[src/rtl/i2c_byte_sequencer_pkg.sv]
// rtl/i2c_byte_sequencer_pkg.sv - shared I2C datapath types: shift-register modes, sequencer states, byte width
package i2c_pkg;

    localparam int BYTE_W = 8;

    typedef enum logic [2:0] {
        FU_HOLD = 3'd0,
        FU_LOAD = 3'd1,
        FU_SHR  = 3'd2,
        FU_SHL  = 3'd3,
        FU_ROR  = 3'd4,
        FU_ROL  = 3'd5,
        FU_ASR  = 3'd6,
        FU_LSL  = 3'd7
    } fu_mode_e;

    typedef enum logic [2:0] {
        ST_IDLE  = 3'd0,
        ST_LOAD  = 3'd1,
        ST_SHIFT = 3'd2,
        ST_ACK   = 3'd3,
        ST_DONE  = 3'd4
    } seq_state_e;

endpackage

[src/rtl/i2c_byte_sequencer_if.sv]
// rtl/i2c_byte_sequencer_if.sv - command, bus-bit and shift-register signals of the byte sequencer
interface i2c_byte_sequencer_if #(parameter int N = 8);

    logic         cmd_valid;
    logic         cmd_ready;
    logic         cmd_rx;
    logic [N-1:0] cmd_data;
    logic         cmd_nack;
    logic         abort;
    logic         bit_tick;
    logic         bit_in;
    logic         bit_out;
    logic [2:0]   fu_s;
    logic [N-1:0] fu_d;
    logic         fu_msb_in;
    logic         fu_lsb_in;
    logic [N-1:0] fu_q;
    logic         done;
    logic [N-1:0] rx_data;
    logic         ack_ok;

    modport master (
        output cmd_valid, cmd_rx, cmd_data, cmd_nack, abort, bit_tick, bit_in, fu_q,
        input  cmd_ready, bit_out, fu_s, fu_d, fu_msb_in, fu_lsb_in, done, rx_data, ack_ok
    );

    modport slave (
        input  cmd_valid, cmd_rx, cmd_data, cmd_nack, abort, bit_tick, bit_in, fu_q,
        output cmd_ready, bit_out, fu_s, fu_d, fu_msb_in, fu_lsb_in, done, rx_data, ack_ok
    );

endinterface

[src/rtl/i2c_byte_sequencer.sv]
// rtl/i2c_byte_sequencer.sv - drives an external shift register through load, N MSB-first shifts and the ACK bit
module i2c_byte_sequencer
    import i2c_pkg::*;
#(
    parameter int N = BYTE_W
) (
    input  logic Clock,
    input  logic Clear,
    i2c_byte_sequencer_if.slave bus
);

    localparam int CW = $clog2(N);
    localparam logic [CW-1:0] LAST = CW'(N - 1);

    seq_state_e    state, next_state;
    logic [CW-1:0] cnt;
    logic          rx_l;
    logic          nack_l;

    always_ff @(posedge Clock or negedge Clear) begin
        if (!Clear) state <= ST_IDLE;
        else        state <= next_state;
    end

    always_comb begin
        next_state = state;
        case (state)
            ST_IDLE:  if (bus.cmd_valid) next_state = ST_LOAD;
            ST_LOAD:  next_state = ST_SHIFT;
            ST_SHIFT: if (bus.bit_tick && cnt == LAST) next_state = ST_ACK;
            ST_ACK:   if (bus.bit_tick) next_state = ST_DONE;
            default:  next_state = ST_IDLE;
        endcase
        if (bus.abort) next_state = ST_IDLE;
    end

    always_comb begin
        bus.cmd_ready = (state == ST_IDLE);
        bus.fu_msb_in = 1'b0;
        bus.fu_lsb_in = bus.bit_in;
        bus.bit_out   = 1'b1;
        bus.fu_s      = FU_HOLD;
        case (state)
            ST_LOAD:  bus.fu_s = FU_LOAD;
            ST_SHIFT: begin
                bus.bit_out = rx_l ? 1'b1 : bus.fu_q[N-1];
                if (bus.bit_tick) bus.fu_s = FU_SHL;
            end
            ST_ACK:   bus.bit_out = rx_l ? nack_l : 1'b1;
            default:  ;
        endcase
        if (bus.abort) bus.fu_s = FU_HOLD;
    end

    // rx_data is taken on the ACK tick: the last SHL already landed and ACK holds the register
    always_ff @(posedge Clock or negedge Clear) begin
        if (!Clear) begin
            cnt         <= '0;
            rx_l        <= 1'b0;
            nack_l      <= 1'b0;
            bus.fu_d    <= '0;
            bus.done    <= 1'b0;
            bus.rx_data <= '0;
            bus.ack_ok  <= 1'b0;
        end else begin
            bus.done <= 1'b0;
            case (state)
                ST_IDLE: if (bus.cmd_valid && !bus.abort) begin
                    rx_l     <= bus.cmd_rx;
                    nack_l   <= bus.cmd_nack;
                    bus.fu_d <= bus.cmd_rx ? '0 : bus.cmd_data;
                end
                ST_LOAD: cnt <= '0;
                ST_SHIFT: if (bus.bit_tick && !bus.abort && cnt != LAST) cnt <= cnt + CW'(1);
                ST_ACK: if (bus.bit_tick && !bus.abort) begin
                    bus.ack_ok  <= rx_l ? ~nack_l : ~bus.bit_in;
                    bus.rx_data <= bus.fu_q;
                    bus.done    <= 1'b1;
                end
                default: ;
            endcase
        end
    end

endmodule
[src/flat_wrapper.sv]
// flat-port wrapper written by rule: the top's interface ports become plain ports
module i2c_byte_sequencer_flat import i2c_pkg::*;
#(
    parameter int N = BYTE_W
)
  (Clock, Clear, bus_cmd_valid, bus_cmd_rx, bus_cmd_data, bus_cmd_nack, bus_abort, bus_bit_tick, bus_bit_in, bus_fu_q, bus_cmd_ready, bus_bit_out, bus_fu_s, bus_fu_d, bus_fu_msb_in, bus_fu_lsb_in, bus_done, bus_rx_data, bus_ack_ok);
  i2c_byte_sequencer_if #(.N(N)) bus_i ();
  input  logic Clock;
  input  logic Clear;
  input wire logic [$bits(bus_i.cmd_valid)-1:0] bus_cmd_valid;
  input wire logic [$bits(bus_i.cmd_rx)-1:0] bus_cmd_rx;
  input wire logic [$bits(bus_i.cmd_data)-1:0] bus_cmd_data;
  input wire logic [$bits(bus_i.cmd_nack)-1:0] bus_cmd_nack;
  input wire logic [$bits(bus_i.abort)-1:0] bus_abort;
  input wire logic [$bits(bus_i.bit_tick)-1:0] bus_bit_tick;
  input wire logic [$bits(bus_i.bit_in)-1:0] bus_bit_in;
  input wire logic [$bits(bus_i.fu_q)-1:0] bus_fu_q;
  output wire logic [$bits(bus_i.cmd_ready)-1:0] bus_cmd_ready;
  output wire logic [$bits(bus_i.bit_out)-1:0] bus_bit_out;
  output wire logic [$bits(bus_i.fu_s)-1:0] bus_fu_s;
  output wire logic [$bits(bus_i.fu_d)-1:0] bus_fu_d;
  output wire logic [$bits(bus_i.fu_msb_in)-1:0] bus_fu_msb_in;
  output wire logic [$bits(bus_i.fu_lsb_in)-1:0] bus_fu_lsb_in;
  output wire logic [$bits(bus_i.done)-1:0] bus_done;
  output wire logic [$bits(bus_i.rx_data)-1:0] bus_rx_data;
  output wire logic [$bits(bus_i.ack_ok)-1:0] bus_ack_ok;
  assign bus_i.cmd_valid = bus_cmd_valid;
  assign bus_i.cmd_rx = bus_cmd_rx;
  assign bus_i.cmd_data = bus_cmd_data;
  assign bus_i.cmd_nack = bus_cmd_nack;
  assign bus_i.abort = bus_abort;
  assign bus_i.bit_tick = bus_bit_tick;
  assign bus_i.bit_in = bus_bit_in;
  assign bus_i.fu_q = bus_fu_q;
  assign bus_cmd_ready = bus_i.cmd_ready;
  assign bus_bit_out = bus_i.bit_out;
  assign bus_fu_s = bus_i.fu_s;
  assign bus_fu_d = bus_i.fu_d;
  assign bus_fu_msb_in = bus_i.fu_msb_in;
  assign bus_fu_lsb_in = bus_i.fu_lsb_in;
  assign bus_done = bus_i.done;
  assign bus_rx_data = bus_i.rx_data;
  assign bus_ack_ok = bus_i.ack_ok;
  i2c_byte_sequencer #(.N(N)) u_core (.Clock(Clock), .Clear(Clear), .bus(bus_i));
endmodule
[config.mk]
export PLATFORM = sky130hd
export DESIGN_NAME = i2c_byte_sequencer_flat
export DESIGN_NICKNAME = d
export VERILOG_FILES = /design/src/rtl/i2c_byte_sequencer_pkg.sv /design/src/rtl/i2c_byte_sequencer_if.sv /design/src/rtl/i2c_byte_sequencer.sv /design/src/flat_wrapper.sv
export SDC_FILE = /design/constraint.sdc
export NUM_CORES = 1
export LEC_CHECK = 0
export ABC_AREA = 1
export ABC_CLOCK_PERIOD_IN_PS = 2090
export BUFFER_PORTS_ARGS = -buffer_cell sky130_fd_sc_hd__buf_2
export CAP_MARGIN = 15
export CORE_MARGIN = 1
export CORE_UTILIZATION = 31
export DETAILED_ROUTE_END_ITERATION = 8
export PLACE_DENSITY_LB_ADDON = 0.05
export SYNTH_ARGS = -nofsm -noshare
export SYNTH_HDL_FRONTEND = slang
export SYNTH_SLANG_ARGS = --single-unit
[constraint.sdc]
create_clock -name Clock -period 2.09 [get_ports Clock]
set_clock_uncertainty 0.05 [all_clocks]
set_input_delay 0.3135 -clock Clock [delete_from_list [all_inputs] [get_ports Clock]]
set_output_delay 0.3135 -clock Clock [all_outputs]
set_load 0.02 [all_outputs]
==> results of run 1 <==
## logic make-up (layout without fill, tap and decap cells)
group	Yosys count	after routing	share of synthesized area
other	1	2	0.00310
adder cells (fa/ha/maj)	2	2	0.0207
buffers and inverters	15	61	0.0609
flip-flops	26	26	0.537
AO/OA/AOI/OAI	6	6	0.0331
AND/OR/NAND/NOR	93	93	0.345
## cell usage after synthesis
cell type  instances  share of area
or2_2              1         0.0052
o21ai_0            1         0.0041
inv_4              1         0.0052
o21ai_1            1         0.0041
nand2_2            2          0.010
o21ai_2            1         0.0072
inv_2              1         0.0031
nor2_1             9          0.028
inv_1              9          0.028
conb_1             1         0.0031
nor2_4             2          0.019
a21oi_2            1         0.0072
nand3_2            1         0.0083
nand4_2            1          0.010
buf_4              4          0.025
nor3_1             1         0.0041
dfrtp_1           26           0.54
nand2_1           66           0.20
nor2_8             1          0.017
o22ai_1            1         0.0052
ha_1               2          0.021
nand3_1            7          0.029
a31oi_1            1         0.0052
nand4_1            2          0.010
## metrics by stage
stage	area, um^2	hold slack (ns)	std cells	total power (uW)
floorplan	1210	-0.0321	144	950
global placement	1480	0.299	234	1100
detailed placement	1480	0.301	234	1110
CTS	1550	0.000646	238	1520
global route	1550	0.0154	238	1610
finish	1550	-0.0178	238	1500
## worst paths after layout
path	slack (ns)	end	cells after the start
max in group asynchronous	1.63	u_core.state[0]	1
min in group Clock	0.18	u_core.bus.fu_d[7]	3
setup / recovery	0.30	bus_fu_s[0]	4
hold / removal	-0.02	u_core.bus.rx_data[7]	1
setup reg to reg	0.59	u_core.bus.fu_d[0]	5
hold reg to reg	0.43	u_core.bus.rx_data[1]	2
## worst max-delay path: stages (launching register included)
cell     delay (ns)
dfrtp_1        0.47
inv_1          0.13
nand3_1        0.21
o22ai_1        0.17
buf_2          0.19
## sequential cells by signal, summed over array words and instances, names as in the netlist
signal,cells
u_core.nack_l,1
u_core.bus.ack_ok,1
u_core.bus.rx_data,8
u_core.rx_l,1
u_core.state,3
u_core.cnt,3
u_core.bus.fu_d,8
u_core.bus.done,1
## area by class of cell
class	instances	area (um^2)	share of cell area
clock buffer	3	41.3	0.0267
clock inverter	1	30.0	0.0194
inverter	11	43.8	0.0283
multi-input combinational	103	490	0.317
sequential	26	651	0.421
tap	48	60.1	0.0388
timing repair buffer	46	230	0.149
## layer usage
layer	wire (um)	global-route usage	vias up
met2	1100	0.208	27
li1	-	-	537
met1	1140	0.175	433
met4	20	0.0556	0
met3	135	0.0282	2
met5	0	0	-
## cells in the final DEF, fill, tap and decap left out, drive strengths merged
cell | netlist | routed
buf | 4 | 46
ha | 2 | 2
nand4 | 3 | 3
or2 | 1 | 1
a21oi | 1 | 1
a31oi | 1 | 1
nand3 | 8 | 8
clkbuf | 0 | 3
o21ai | 3 | 3
inv | 11 | 11
nor2 | 12 | 12
dfrtp | 26 | 26
nand2 | 68 | 68
nor3 | 1 | 1
conb | 1 | 2
o22ai | 1 | 1
bufinv | 0 | 1
## power groups by stage
stage | sequential [uW] | combinational [uW] | clock, uW
finish | 666 | 422 | 407
global route | 683 | 468 | 455
CTS | 667 | 430 | 424
detailed placement | 676 | 430 | 0
global placement | 673 | 427 | 0
floorplan | 777 | 174 | 0
==> results.py, run 1 <==
metrics = {
    "drt": {
        "wl_mm": 2.40,
        "routedWlPerCell_um": 10.1,
        "ant_nets": 0,
        "via_count": 999,
        "drc": 0,
        "viasPerCell": 4.20,
        "drt_iter0_markers": 24,
        "first_pass_iters": 4,
    },
    "power_and_ir_drop": {
        "comb_power_share": 0.283,
        "p_leak_uw": 0.000927,
        "cellPowerDensity_nw_per_um2": 967,
        "switching_power_uw": 486,
        "swShare": 0.325,
        "pwr-share-clk": 0.272,
        "internal-power_uw": 1010,
        "p_seq_frac": 0.445,
        "ir_drop_mv": 0.393,
    },
    "clock_network": {
        "root_buffer": "clkbuf_8",
        "cts.sinks": 26,
        "cts_tree": "done",
        "cts_max_level": 1,
        "holdBufCountCts": 0,
        "numCtsBuffers": 3,
        "clkTransAtPathRegs_ns": 0.09,
        "clockBufferDepth": 2,
        "clk_latency_ns": 0.26,
        "post_cts_buffers": 0,
        "ctsResizeCount": 0,
    },
    "worst_setup_path": {
        "startpoint": "u_core.state[1]",
        "start_kind": "flop",
        "cp-end-kind": "primary output",
        "crit_arrival_ns": 1.43,
        "required_ns": 1.73,
        "reg2reg_from": "u_core.state[0]",
        "cp_max_fo": 7,
        "critPathKind": "reg2out",
    },
    "timing": {
        "rsz0062_at_grt": "false",
        "hold_violations": 26,
        "fmax_mhz": 558,
        "fin_setup_tns_ns": 0,
        "timing.final.crit_share": 0.857,
        "setup_viol": 0,
        "slew_violations": 0,
        "whs_ns": -0.0178,
        "relSlewSlack": 0.620,
        "tightestPinTransition_ns": 0.570,
        "post-route-min-period_ns": 1.79,
        "setup_ws_ns": 0.299,
    },
    "synth": {
        "postSynthCellCount": 143,
        "syn_area_um2": 1210,
        "syn_area_per_cell_um2": 8.47,
        "synth-seq-cells": 26,
        "ys_seq_area_frac": 0.537,
        "ys.warnings.count": 0,
        "ys_types": 24,
    },
    "global_routing": {
        "grt_pass1_vias": 938,
        "grt_max_degree": 27,
        "grt_pass1_wl_mm": 4.24,
        "grt_use_total": 0.132,
        "grt_overflow": 0,
        "antenna_found_initial": 0,
    },
    "floorplan": {
        "die-area_um2": 4160,
        "die_height_um": 64.5,
        "start_util": 0.326,
        "rows": 22,
        "ioPinCount": 49,
        "die_w_um": 64.5,
        "core_um2": 3720,
    },
    "status": {
        "status": "complete, but fails checks",
        "violations": "negative hold slack",
    },
    "final_layout": {
        "area_delta_synth_final_pct": 27.7,
        "final_util": 0.416,
        "nNetsFinal": 217,
        "nFillCells": 404,
        "drive_above_1_share": 0.326,
        "num_antenna_cells": 0,
    },
    "place": {
        "dpl_worst_slack_ns": 0.558,
        "gp_congestion": 0.745,
        "numPortBuffers": 46,
        "dp_hpwl_mm": 1.83,
    },
    "worst_hold_path": {
        "hold_path.class": "in2async",
    },
    "run": {
        "drv_cap": 0,
    },
}
No activity file was read; power rests on OpenSTA's default activity.
==> run 2, diff against run 1 <==
REMOVE_ABC_BUFFERS = 1   (was not set)
==> results.py, run 2 (synthesis results as in run 1) <==
metrics = {
    "place": {
        "numPortBuffers": 46,
        "gp_congestion": 0.695,
        "dpl_worst_slack_ns": 0.544,
        "dp_hpwl_mm": 1.86,
    },
    "timing": {
        "tightestPinTransition_ns": 0.570,
        "slew_violations": 0,
        "fin_setup_tns_ns": 0,
        "fmax_mhz": 552,
        "timing.final.crit_share": 0.867,
        "whs_ns": -0.0108,
        "post-route-min-period_ns": 1.81,
        "setup_ws_ns": 0.278,
        "hold_violations": 26,
        "rsz0062_at_grt": "false",
        "setup_viol": 0,
        "relSlewSlack": 0.620,
    },
    "floorplan": {
        "die_height_um": 64.5,
        "ioPinCount": 49,
        "die_w_um": 64.5,
        "rows": 22,
        "die-area_um2": 4160,
        "core_um2": 3720,
        "start_util": 0.326,
    },
    "final_layout": {
        "mostFrequentLayoutCells": "66 x nand2_1, 46 x buf_2, 26 x dfrtp_1",
        "nNetsFinal": 217,
        "reg_top3": "u_core.bus.fu_d x8, u_core.bus.rx_data x8",
        "layout_commonest_cell": "nand2_1",
        "seq_area_um2": 651,
        "drive_above_1_share": 0.323,
        "num_antenna_cells": 0,
        "multiInputGateArea_um2": 490,
        "nFillCells": 400,
        "area_delta_synth_final_pct": 25.2,
    },
    "clock_network": {
        "post_cts_buffers": 0,
        "numCtsBuffers": 3,
        "root_buffer": "clkbuf_8",
        "clockBufferDepth": 2,
        "clkTransAtPathRegs_ns": 0.08,
        "clk_latency_ns": 0.26,
        "holdBufCountCts": 0,
        "cts_max_level": 1,
        "cts_tree": "done",
        "cts.sinks": 26,
        "ctsResizeCount": 0,
    },
    "status": {
        "status": "complete, but fails checks",
        "violations": "negative hold slack",
    },
    "power_and_ir_drop": {
        "p_leak_uw": 0.000913,
        "ir_drop_mv": 0.399,
        "cellPowerDensity_nw_per_um2": 896,
    },
    "run": {
        "drv_cap": 0,
    },
    "worst_setup_path": {
        "rr_worst_depth": 5,
        "critPathKind": "reg2out",
        "cp_max_fo": 7,
        "required_ns": 1.73,
        "crit_arrival_ns": 1.45,
        "cp-end-kind": "primary output",
        "start_kind": "flop",
    },
    "global_routing": {
        "grt_overflow": 0,
        "antenna_found_initial": 0,
        "grt_pass1_vias": 967,
        "grt_use_total": 0.133,
        "grt_pass1_wl_mm": 4.26,
        "grt_max_degree": 27,
    },
    "drt": {
        "first_pass_iters": 4,
        "ant_nets": 0,
        "via_count": 1025,
        "drc": 0,
        "routedWlPerCell_um": 10.3,
        "wl_mm": 2.45,
        "drt_iter0_markers": 51,
        "viasPerCell": 4.32,
    },
    "worst_hold_path": {
        "hold_path.class": "in2async",
    },
}
run 2: cell types whose count changed in the layout (fill, tap and decap cells not counted):
cell | before | now
bufinv_16 | 1 | 0
run 2: power breakdown:
part	total [uW]	internal, uW	leakage, uW	switching, uW
Combinational	425	148	0.000549	276
Clock	269	129	0.0000216	140
Sequential	665	605	0.000342	60.3
Total	1360	882	0.000913	477
run 2: area by class of cell:
cell class                 instances  area share
inverter                          11      0.0289
clock buffer                       3      0.0272
tap                               48      0.0396
timing repair buffer              46       0.152
multi-input combinational        103       0.323
sequential                        26       0.429
run 2: critical path, stage by stage (launching register included):
cell,delay [ns]
dfrtp_1,0.47
inv_1,0.14
nand3_1,0.22
o22ai_1,0.17
buf_2,0.19
run 2: through the flow:
stage                util  total power (uW)  area (um^2)  cells
detailed placement  0.397              1110         1480    234
global placement    0.397              1100         1480    234
finish              0.408              1360         1520    237
CTS                 0.408              1380         1520    237
floorplan               -               942         1180    140
global route        0.408              1450         1520    237
run 2: worst paths after layout:
| path | slack, ns | startpoint | endpoint |
|---|---|---|---|
| setup / recovery | 0.28 | u_core.state[1] | bus_fu_s[0] |
| hold / removal | -0.01 | Clear | u_core.bus.rx_data[4] |
| setup reg to reg | 0.57 | u_core.state[0] | u_core.bus.fu_d[6] |
| hold reg to reg | 0.42 | u_core.bus.rx_data[2] | u_core.bus.rx_data[2] |
| max in group asynchronous | 1.63 | Clear | u_core.nack_l |
| min in group Clock | 0.19 | bus_cmd_data[3] | u_core.bus.fu_d[3] |
run 2: routing by layer:
| layer | vias up | global-route usage | part of all wire |
|---|---|---|---|
| met5 | - | 0 | 0 |
| met4 | 0 | 0.0250 | 0.0073 |
| met3 | 2 | 0.0387 | 0.055 |
| met2 | 30 | 0.232 | 0.47 |
| met1 | 463 | 0.162 | 0.46 |
| li1 | 530 | - | - |
